===== src/rtl/i2s_rx_ctrl_pkg.sv =====
// Shared types for the I2S/DSP/PDM receive source controller: source modes,
// controller states and the default drain timeout.
package i2s_rx_ctrl_pkg;

  typedef enum logic [1:0] {
    MODE_I2S  = 2'd0,
    MODE_DSP  = 2'd1,
    MODE_PDM  = 2'd2,
    MODE_RSVD = 2'd3
  } mode_e;

  typedef enum logic [1:0] {
    ST_IDLE   = 2'd0,
    ST_ACTIVE = 2'd1,
    ST_DRAIN  = 2'd2,
    ST_GUARD  = 2'd3
  } state_e;

  localparam int unsigned DRAIN_TIMEOUT_DEF = 32'd64;

endpackage


===== src/rtl/i2s_rx_src_ctrl.sv =====
// Receive source controller: selects one of three audio sources, merges it into
// a single output stream and enforces a drain + all-off guard gap between sources.
module i2s_rx_src_ctrl
  import i2s_rx_ctrl_pkg::*;
#(
  parameter int unsigned DRAIN_TIMEOUT = DRAIN_TIMEOUT_DEF
) (
  input  logic        clk_i,
  input  logic        rst_i,
  input  logic        cfg_slave_en_i,
  input  logic [1:0]  cfg_mode_i,
  input  logic [7:0]  cfg_guard_cycles_i,
  output logic        en_i2s_o,
  output logic        en_dsp_o,
  output logic        en_pdm_o,
  input  logic [31:0] i2s_data_i,
  input  logic        i2s_valid_i,
  output logic        i2s_ready_o,
  input  logic [31:0] dsp_data_i,
  input  logic        dsp_valid_i,
  output logic        dsp_ready_o,
  input  logic [15:0] pdm_data_i,
  input  logic        pdm_valid_i,
  output logic        pdm_ready_o,
  output logic [31:0] fifo_rx_data_o,
  output logic        fifo_rx_data_valid_o,
  input  logic        fifo_rx_data_ready_i,
  output logic        busy_o,
  output logic [1:0]  active_mode_o,
  output logic        err_o
);

  localparam logic [1:0]  S_IDLE      = ST_IDLE;
  localparam logic [1:0]  S_ACTIVE    = ST_ACTIVE;
  localparam logic [1:0]  S_DRAIN     = ST_DRAIN;
  localparam logic [1:0]  S_GUARD     = ST_GUARD;
  localparam logic [15:0] DRAIN_LAST  = 16'(DRAIN_TIMEOUT - 32'd1);

  logic [1:0]  state_q, state_d;
  logic [1:0]  mode_q, mode_d;
  logic        err_q, err_d;
  logic        busy_q, busy_d;
  logic [2:0]  en_q, en_d;
  logic [15:0] drain_cnt_q, drain_cnt_d;
  logic [7:0]  guard_cnt_q, guard_cnt_d;
  logic        out_valid_q, out_valid_d;
  logic [31:0] out_data_q, out_data_d;

  logic        err_set_s;
  logic        sel_valid_s;
  logic [31:0] sel_data_s;
  logic        ready_s;
  logic        accept_s;

  // Source selection follows the latched mode, never the live request.
  always_comb begin
    sel_valid_s = 1'b0;
    sel_data_s  = 32'h0000_0000;
    case (mode_q)
      MODE_I2S: begin
        sel_valid_s = i2s_valid_i;
        sel_data_s  = i2s_data_i;
      end
      MODE_DSP: begin
        sel_valid_s = dsp_valid_i;
        sel_data_s  = dsp_data_i;
      end
      MODE_PDM: begin
        sel_valid_s = pdm_valid_i;
        sel_data_s  = {16'h0000, pdm_data_i};
      end
      default: begin
        sel_valid_s = 1'b0;
        sel_data_s  = 32'h0000_0000;
      end
    endcase
  end

  assign ready_s  = !rst_i && (state_q == S_ACTIVE || state_q == S_DRAIN) &&
                    (!out_valid_q || fifo_rx_data_ready_i);
  assign accept_s = ready_s && sel_valid_s;

  assign i2s_ready_o = ready_s && (mode_q == MODE_I2S);
  assign dsp_ready_o = ready_s && (mode_q == MODE_DSP);
  assign pdm_ready_o = ready_s && (mode_q == MODE_PDM);

  // Controller next state, drain/guard counters and sticky error.
  always_comb begin
    state_d     = state_q;
    mode_d      = mode_q;
    drain_cnt_d = drain_cnt_q;
    guard_cnt_d = guard_cnt_q;
    err_set_s   = 1'b0;
    case (state_q)
      S_IDLE: begin
        if (cfg_slave_en_i) begin
          if (cfg_mode_i == MODE_RSVD) begin
            err_set_s = 1'b1;
          end else begin
            mode_d  = cfg_mode_i;
            state_d = S_ACTIVE;
          end
        end else begin
          state_d = S_IDLE;
        end
      end
      S_ACTIVE: begin
        if (!cfg_slave_en_i || (cfg_mode_i != mode_q)) begin
          state_d     = S_DRAIN;
          drain_cnt_d = 16'd0;
        end else begin
          state_d = S_ACTIVE;
        end
      end
      S_DRAIN: begin
        if (!sel_valid_s && !out_valid_q) begin
          state_d     = S_GUARD;
          guard_cnt_d = 8'd0;
        end else if (drain_cnt_q >= DRAIN_LAST) begin
          state_d     = S_GUARD;
          guard_cnt_d = 8'd0;
          err_set_s   = 1'b1;
        end else begin
          drain_cnt_d = drain_cnt_q + 16'd1;
        end
      end
      S_GUARD: begin
        // A guard value of zero still spends one cycle here.
        if (({1'b0, guard_cnt_q} + 9'd1) >= {1'b0, cfg_guard_cycles_i}) begin
          state_d = S_IDLE;
        end else begin
          guard_cnt_d = guard_cnt_q + 8'd1;
        end
      end
      default: begin
        state_d = S_IDLE;
      end
    endcase

    if (err_set_s) begin
      err_d = 1'b1;
    end else if (!cfg_slave_en_i) begin
      err_d = 1'b0;
    end else begin
      err_d = err_q;
    end

    busy_d = (state_d != S_IDLE);
    if (state_d == S_ACTIVE) begin
      en_d = {(mode_d == MODE_I2S), (mode_d == MODE_DSP), (mode_d == MODE_PDM)};
    end else begin
      en_d = 3'b000;
    end
  end

  // One-entry output register: load on source handshake, empty on sink handshake.
  always_comb begin
    out_data_d = out_data_q;
    if (accept_s) begin
      out_valid_d = 1'b1;
      out_data_d  = sel_data_s;
    end else if (fifo_rx_data_ready_i) begin
      out_valid_d = 1'b0;
    end else begin
      out_valid_d = out_valid_q;
    end
  end

  // State and output registers with synchronous reset.
  always_ff @(posedge clk_i) begin
    if (rst_i) begin
      state_q     <= S_IDLE;
      mode_q      <= 2'd0;
      err_q       <= 1'b0;
      busy_q      <= 1'b0;
      en_q        <= 3'b000;
      drain_cnt_q <= 16'd0;
      guard_cnt_q <= 8'd0;
      out_valid_q <= 1'b0;
      out_data_q  <= 32'h0000_0000;
    end else begin
      state_q     <= state_d;
      mode_q      <= mode_d;
      err_q       <= err_d;
      busy_q      <= busy_d;
      en_q        <= en_d;
      drain_cnt_q <= drain_cnt_d;
      guard_cnt_q <= guard_cnt_d;
      out_valid_q <= out_valid_d;
      out_data_q  <= out_data_d;
    end
  end

  assign en_i2s_o             = en_q[2];
  assign en_dsp_o             = en_q[1];
  assign en_pdm_o             = en_q[0];
  assign fifo_rx_data_o       = out_data_q;
  assign fifo_rx_data_valid_o = out_valid_q;
  assign busy_o               = busy_q;
  assign active_mode_o        = mode_q;
  assign err_o                = err_q;

endmodule


===== config.mk =====
export PLATFORM = sky130hd
export DESIGN_NAME = i2s_rx_src_ctrl
export DESIGN_NICKNAME = d
export VERILOG_FILES = /design/src/rtl/i2s_rx_ctrl_pkg.sv /design/src/rtl/i2s_rx_src_ctrl.sv
export SDC_FILE = /design/constraint.sdc
export NUM_CORES = 1
export LEC_CHECK = 0
export CAP_MARGIN = 15
export CORE_MARGIN = 2
export CORE_UTILIZATION = 40
export CTS_BUF_LIST = sky130_fd_sc_hd__clkbuf_4
export CTS_CLUSTER_SIZE = 20
export DETAILED_ROUTE_END_ITERATION = 8
export GPL_ROUTABILITY_DRIVEN = 0
export PLACE_DENSITY = 0.81
export SLEW_MARGIN = 20
export SYNTH_ARGS = -nofsm -noshare
export SYNTH_HDL_FRONTEND = slang
export SYNTH_SLANG_ARGS = --single-unit
export TNS_END_PERCENT = 10

===== constraint.sdc =====
create_clock -name clk_i -period 2.65 [get_ports clk_i]
set_input_delay 0.3975 -clock clk_i [delete_from_list [all_inputs] [get_ports clk_i]]
set_output_delay 0.3975 -clock clk_i [all_outputs]
set_load 0.005 [all_outputs]

==> impl_metrics.json, run 1 <==
{
  "crit_fanout": 8,
  "synth-xor-area-share_pct": 1.540,
  "synthTopCellsByCount": "dfxtp_1 (66), nand2_1 (45), nor2_1 (41), mux2i_1 (35), a21oi_1 (34)",
  "drive_gt1_share_pct": 10.95,
  "cts_max_level": 3,
  "die_h_um": 96.38,
  "holdPathEnd": "fifo_rx_data_o[1]$_SDFFE_PP0P_",
  "ys.flop_type": "dfxtp_1",
  "dr.first_iter.drc_count": 140,
  "hpwl_um": 7096,
  "rsz0062_at_grt": "yes",
  "clock_sinks": 66,
  "io_buffers": 139,
  "grt_antenna_before_repair": 0,
  "multi_input_area_um2": 2058,
  "rows": 33,
  "clock-root-buffer": "clkbuf_4",
  "path_class": "reg2reg",
  "synth_top_family_by_area": "simple AND/OR/NAND/NOR gates",
  "pin_count": 140,
  "drv_slew": 0,
  "initial_core_util_pct": 41.33,
  "diodes": 0,
  "yosysMostFrequentCell": "dfxtp_1",
  "min_path_cells": 2,
  "path_clk_slew_ns": 0.11,
  "relSlewSlack_pct": 64.33,
  "gr-total-overflow": 0,
  "synth.distinct_cells": 41,
  "worst_r2r_endpoint": "guard_cnt_q[0]$_SDFFE_PP0P_",
  "grt_max_degree": 41,
  "endpoint_kind": "register",
  "wl_per_cell_um": 14.12,
  "fin_tns_setup_ns": 0,
  "coreArea_um2": 8258,
  "ctsHoldBuffers": 0,
  "p_sw_uw": 505.5,
  "status": "completed",
  "yosysWarnings": 0,
  "cts_buffers": 9,
  "post-route-period-util_pct": 96.43,
  "fillers": 686,
  "synth_top_area_share_pct": 38.71,
  "synth_area_um2": 3413,
  "synth_top_area_cell": "dfxtp_1",
  "irDropWorstVdd_v": 0.0002226,
  "grtUsageTotal_pct": 20.70,
  "synthSimpleGateAreaFrac_pct": 24.23,
  "fin_skew_ns": 0.007579,
  "drc": 0,
  "leakage_uw": 0.001962,
  "fin_nets": 672,
  "worstMarginPinSlew_ns": 0.5340,
  "min_from": "fifo_rx_data_o[1]$_SDFFE_PP0P_",
  "synth-edff-count": 0,
  "synth_async_sr_flop_share_pct": 0,
  "r2r-start": "guard_cnt_q[0]$_SDFFE_PP0P_",
  "muxShareOfSynthArea_pct": 10.92,
  "required_ns": 2.95,
  "hold_path.class": "reg2reg",
  "avgSynthCellArea_um2": 8.185,
  "finalWirelength_um": 9472,
  "vias": 3449,
  "regArea_um2": 1333,
  "final-hold-violation-count": 0,
  "die_width_um": 96.38,
  "setup_viol": 0,
  "swShare_pct": 25.19,
  "clkLatencyLatePin_ns": 0.40,
  "synth_compound_area_share_pct": 15.25,
  "comb_power_share_pct": 17.9,
  "reg2reg_slack_ns": 0.09,
  "internal-power_uw": 1501,
  "startpoint_type": "register",
  "synth_area_leaders": "dfxtp_1 (39%), mux2i_1 (10%), ha_1 (5.1%)",
  "die-area_um2": 9288,
  "first_pass_iters": 4,
  "clk_path_buf_depth": 2,
  "fmaxAchievable_mhz": 391.3,
  "via_per_inst": 5.140,
  "grt_pass1_vias": 3364,
  "final_util_pct": 63.47,
  "synth-seq-area-share_pct": 38.71,
  "syn-instance-count": 417,
  "antenna_left": 0,
  "grt_pass1_wl_um": 14960,
  "maxCapViolations": 0,
  "p_clk_share_pct": 31.3,
  "synthesis.nets": 528,
  "area_growth_syn_to_layout_pct": 53.56,
  "synth_adder_area_share_pct": 5.132,
  "tritoncts": "done",
  "ys_ff_latch": 66,
  "r2r_cells": 12,
  "cp-startpoint": "guard_cnt_q[0]$_SDFFE_PP0P_",
  "arrival_ns": 2.85,
  "fin_crit_ns": 2.556,
  "power.density_nw_per_um2": 382.9,
  "pwr-share-seq_pct": 50.9
}
## cells by family after synthesis
| logic type | after synthesis |
|---|---|
| simple gates | 173 |
| xor+xnor | 6 |
| fa+ha+maj | 14 |
| mux | 37 |
| compound gates | 84 |
| flops | 66 |
| buf+inv | 37 |
## placed cells by master, fill, tap and decap left out, types with 12 or more instances in the layout
cell type,n
dfxtp_1,57
o21ai_0,13
nor2_1,41
inv_1,13
nand2_1,44
clkdlybuf4s50_1,139
nor3_1,30
buf_4,14
ha_1,12
nand3_1,12
mux2i_1,35
a21oi_1,32
## how the worst max path moves through the flow
stage | depth (start not counted) | slack, ns | to
after global placement | 12 | -0.001 | guard_cnt_q[0]$_SDFFE_PP0P_
after detailed placement | 12 | -0.14 | guard_cnt_q[0]$_SDFFE_PP0P_
after global routing | 12 | -0.08 | guard_cnt_q[1]$_SDFFE_PP0P_
final | 12 | 0.09 | guard_cnt_q[0]$_SDFFE_PP0P_
after CTS | 12 | -0.01 | en_q[1]$_SDFF_PP0_
after floorplan | 11 | 0.02 | guard_cnt_q[0]$_SDFFE_PP0P_
## through the flow
stage | setup slack [ns] | power [uW] | instances | hold WS (ns) | cell area, um2
global route | -0.07682 | 2105 | 671 | 0.4940 | 5241
detailed placement | -0.1414 | 1394 | 651 | 0.4472 | 4960
floorplan | 0.02492 | 1186 | 417 | 0.4302 | 3413
CTS | -0.01218 | 2019 | 667 | 0.4626 | 5117
global placement | -0.0009990 | 1386 | 651 | 0.4415 | 4960
finish | 0.09450 | 2007 | 671 | 0.4602 | 5241
## sequential cells by signal, summed over array words and instances (netlist names)
register,flops
fifo_rx_data_valid_o,1
err_o,1
fifo_rx_data_o,32
active_mode_o,2
state_q,2
busy_o,1
guard_cnt_q,8
drain_cnt_q,16
en_q,3
## final cells by class
cell class | instances | area share, %
Multi-Input combinational cell | 314 | 39.27
Timing Repair Buffer | 156 | 29.36
Sequential cell | 66 | 25.42
Tap cell | 105 | 2.507
Clock buffer | 9 | 1.289
Clock inverter | 7 | 1.146
Inverter | 14 | 1.003
## timing repair
item                                    CTS  global route
endpoints found under the setup margin   14            17
pin swaps                                 0            12
setup buffers                             0             4
gates cloned                              0             0
gates resized for setup                   7            21
## layer usage
metal | vias up | track usage, % | wire length (um)
li1 | 1753 | - | -
met1 | 1577 | 24.02 | 3861
met2 | 107 | 35.07 | 4740
met3 | 12 | 7.137 | 721
met4 | 0 | 8.099 | 149
met5 | - | 0 | 0
## power by group through the flow
stage	Sequential [uW]	Combinational [uW]	Clock [uW]
floorplan	1040	147	0
global placement	1040	343	0
detailed placement	1040	351	0
CTS	1020	355	643
global route	1020	391	689
finish	1020	359	627
## worst max-delay path, stage by stage, from the launching register on
cell and delay [ns]:
dfxtp_2 0.38, buf_6 0.11, nand4_1 0.14, nor2_1 0.16
xor2_1 0.21, ha_1 0.28, nand3_2 0.09, o22ai_2 0.08
nor4b_2 0.30, buf_4 0.17, nand2_1 0.08, o2bb2ai_4 0.16
mux2_2 0.28
Note: power is estimated with default switching activity, not from simulation.
==> run 2: changes to the inputs <==
--- a/config.mk
+++ b/config.mk
@@ -7,12 +7,11 @@
 export LEC_CHECK = 0
 export CAP_MARGIN = 15
 export CORE_MARGIN = 2
-export CORE_UTILIZATION = 40
-export CTS_BUF_LIST = sky130_fd_sc_hd__clkbuf_4
+export CORE_UTILIZATION = 39
 export CTS_CLUSTER_SIZE = 20
 export DETAILED_ROUTE_END_ITERATION = 8
 export GPL_ROUTABILITY_DRIVEN = 0
-export PLACE_DENSITY = 0.81
+export PLACE_DENSITY = 0.8
 export SLEW_MARGIN = 20
 export SYNTH_ARGS = -nofsm -noshare
 export SYNTH_HDL_FRONTEND = slang
==> run 2 against run 1 <==
Against the previous run: cell count is 0.45% higher; worst setup slack better by 0.033 ns; critical path depth is 1 higher; sequential cell count stayed put; wire length is 1.1% higher; hold slack worse by 0.0052 ns; largest power group unchanged; largest cell class unchanged; non-clock buffer count stayed put.
==> impl_metrics.json, run 2 (synthesis gave the netlist of run 1 again) <==
{
  "final_cell_mix": "clkdlybuf4s50_1 (139), dfxtp_1 (62), nand2_1 (45)",
  "maxCapViolations": 0,
  "hpwl_um": 7360,
  "cts_buffers": 9,
  "post-route-period-util_pct": 95.19,
  "fmaxAchievable_mhz": 396.4,
  "clock_sinks": 66,
  "arrival_ns": 2.76,
  "antenna_left": 0,
  "worstMarginPinSlew_ns": 0.5680,
  "endpoint_kind": "register",
  "fin_skew_ns": 0.01236,
  "whs_ns": 0.4549,
  "grt_pass1_vias": 3489,
  "timing.critical_path.slowest_stage_cell": "dfxtp_1",
  "r2r_cells": 13,
  "pwr-share-seq_pct": 45.0,
  "grtUsageTotal_pct": 20.28,
  "initial_core_util_pct": 39.72,
  "power_uw": 2278,
  "power.density_nw_per_um2": 430.1,
  "grt_pass1_wl_um": 15810,
  "relSlewSlack_pct": 62.06,
  "rows": 34,
  "io_buffers": 139,
  "via_per_inst": 5.169,
  "p_clk_share_pct": 39.2,
  "cp_top_family": "simple AND/OR/NAND/NOR gates",
  "placed_cells": 657,
  "leakage_uw": 0.002001,
  "finalWirelength_um": 9573,
  "largest_register_ffs": 32,
  "hold_path.class": "reg2reg",
  "startpoint_type": "register",
  "tritoncts": "done",
  "fin_nets": 672,
  "vias": 3484,
  "stdcell_count": 674,
  "required_ns": 2.89,
  "crit_fanout": 4,
  "grt_max_degree": 41,
  "rsz0062_at_grt": "yes",
  "p_sw_uw": 539.0,
  "fin_tns_setup_ns": 0,
  "cpPeakStageDelay_ns": 0.34,
  "die-area_um2": 9516,
  "drv_slew": 0,
  "clkLatencyLatePin_ns": 0.34,
  "swShare_pct": 23.66,
  "final_common_cell": "clkdlybuf4s50_1",
  "min_path_cells": 2,
  "coreArea_um2": 8593,
  "path_clk_slew_ns": 0.07,
  "dr.first_iter.drc_count": 130,
  "wl_per_cell_um": 14.20,
  "clock-root-buffer": "clkbuf_8",
  "grt_antenna_before_repair": 0,
  "internal-power_uw": 1739,
  "cts_max_level": 3,
  "irDropWorstVdd_v": 0.0002008,
  "first_pass_iters": 5,
  "gr-total-overflow": 0,
  "die_h_um": 97.55,
  "worstPathCellList": "and2_4 > nand4_1 > nor2_1 > xor2_1 > ha_1 > nand3_2 > o22ai_2 > nor4b_2 > buf_4 > and3_1 > o31ai_4 > inv_1 > a21o_1",
  "comb_power_share_pct": 15.8,
  "pin_count": 140,
  "final-hold-violation-count": 0,
  "fin_crit_ns": 2.523,
  "drive_gt1_share_pct": 9.894,
  "diodes": 0,
  "die_width_um": 97.55,
  "status": "completed",
  "setup_viol": 0,
  "cp_num_cells": 13,
  "area_growth_syn_to_layout_pct": 55.21,
  "clk_path_buf_depth": 2,
  "path_buf_inv": 2,
  "path_class": "reg2reg",
  "drc": 0
}
==> run 2: cell count changes in the layout (fill, tap and decap cells not counted), sizes merged <==
cell	change
clkinv	-4
clkbuf	+4
==> run 2: power by group through the flow <==
stage                     logic, uW  clock network [uW]  registers (uW)
after floorplan                 147                   0            1040
after global placement          341                   0            1050
after detailed placement        351                   0            1050
after CTS                       353                 906            1020
after global routing            390                 955            1030
final                           359                 894            1030
==> run 2: final timing paths <==
kind | start | end | slack [ns]
max | guard_cnt_q[3]$_SDFFE_PP0P_ | busy_o$_SDFF_PP0_ | 0.13
min | fifo_rx_data_o[8]$_SDFFE_PP0P_ | fifo_rx_data_o[8]$_SDFFE_PP0P_ | 0.45
max reg2reg | guard_cnt_q[3]$_SDFFE_PP0P_ | busy_o$_SDFF_PP0_ | 0.13
min reg2reg | fifo_rx_data_o[8]$_SDFFE_PP0P_ | fifo_rx_data_o[8]$_SDFFE_PP0P_ | 0.45
==> run 2: metrics by stage <==
step           util [%]  worst slack (ns)  cell area, um2
2_1_floorplan         -           0.02492            3413
3_3_place_gp      58.02           0.04738            4986
3_5_place_dp      58.02          -0.07654            4986
4_1_cts           60.66           0.01174            5213
5_1_grt           61.65          -0.01936            5298
6_report          61.65            0.1274            5298
==> run 2: what timing repair did <==
| item | in CTS | in global routing |
|---|---|---|
| pin swaps | 3 | 5 |
| gates resized for setup | 3 | 15 |
| setup buffers | 0 | 1 |
| hold buffers | 0 | 0 |
| cloned | 0 | 0 |
| endpoints found under the setup margin | 11 | 17 |
==> run 2: worst min-delay path: cells and delay by family, from the launching register on <==
family / cells / cell delay [ns]
compound gates: 1 / 0.05
flops: 1 / 0.31
simple gates: 1 / 0.05
==> run 2: metal layers <==
metal  share of wire (%)  vias to the layer above  wire (um)  global-route usage [%]
met5                   0                        -          0                       0
met4                 1.6                        0        157                   6.517
met3                 6.9                       14        663                   7.626
met2                  51                      101       4885                   36.13
met1                  40                     1618       3866                   22.20
li1                    -                     1751          -                       -
==> run 2: layout make-up <==
class | count | area (um2)
clock inverters | 3 | 46.29
repair buffers | 156 | 1531
fillers | 739 | 3296
multi-input cells | 314 | 2037
inverters | 14 | 52.55
well taps | 108 | 135.1
clock buffers | 13 | 168.9
flip-flops and latches | 66 | 1326
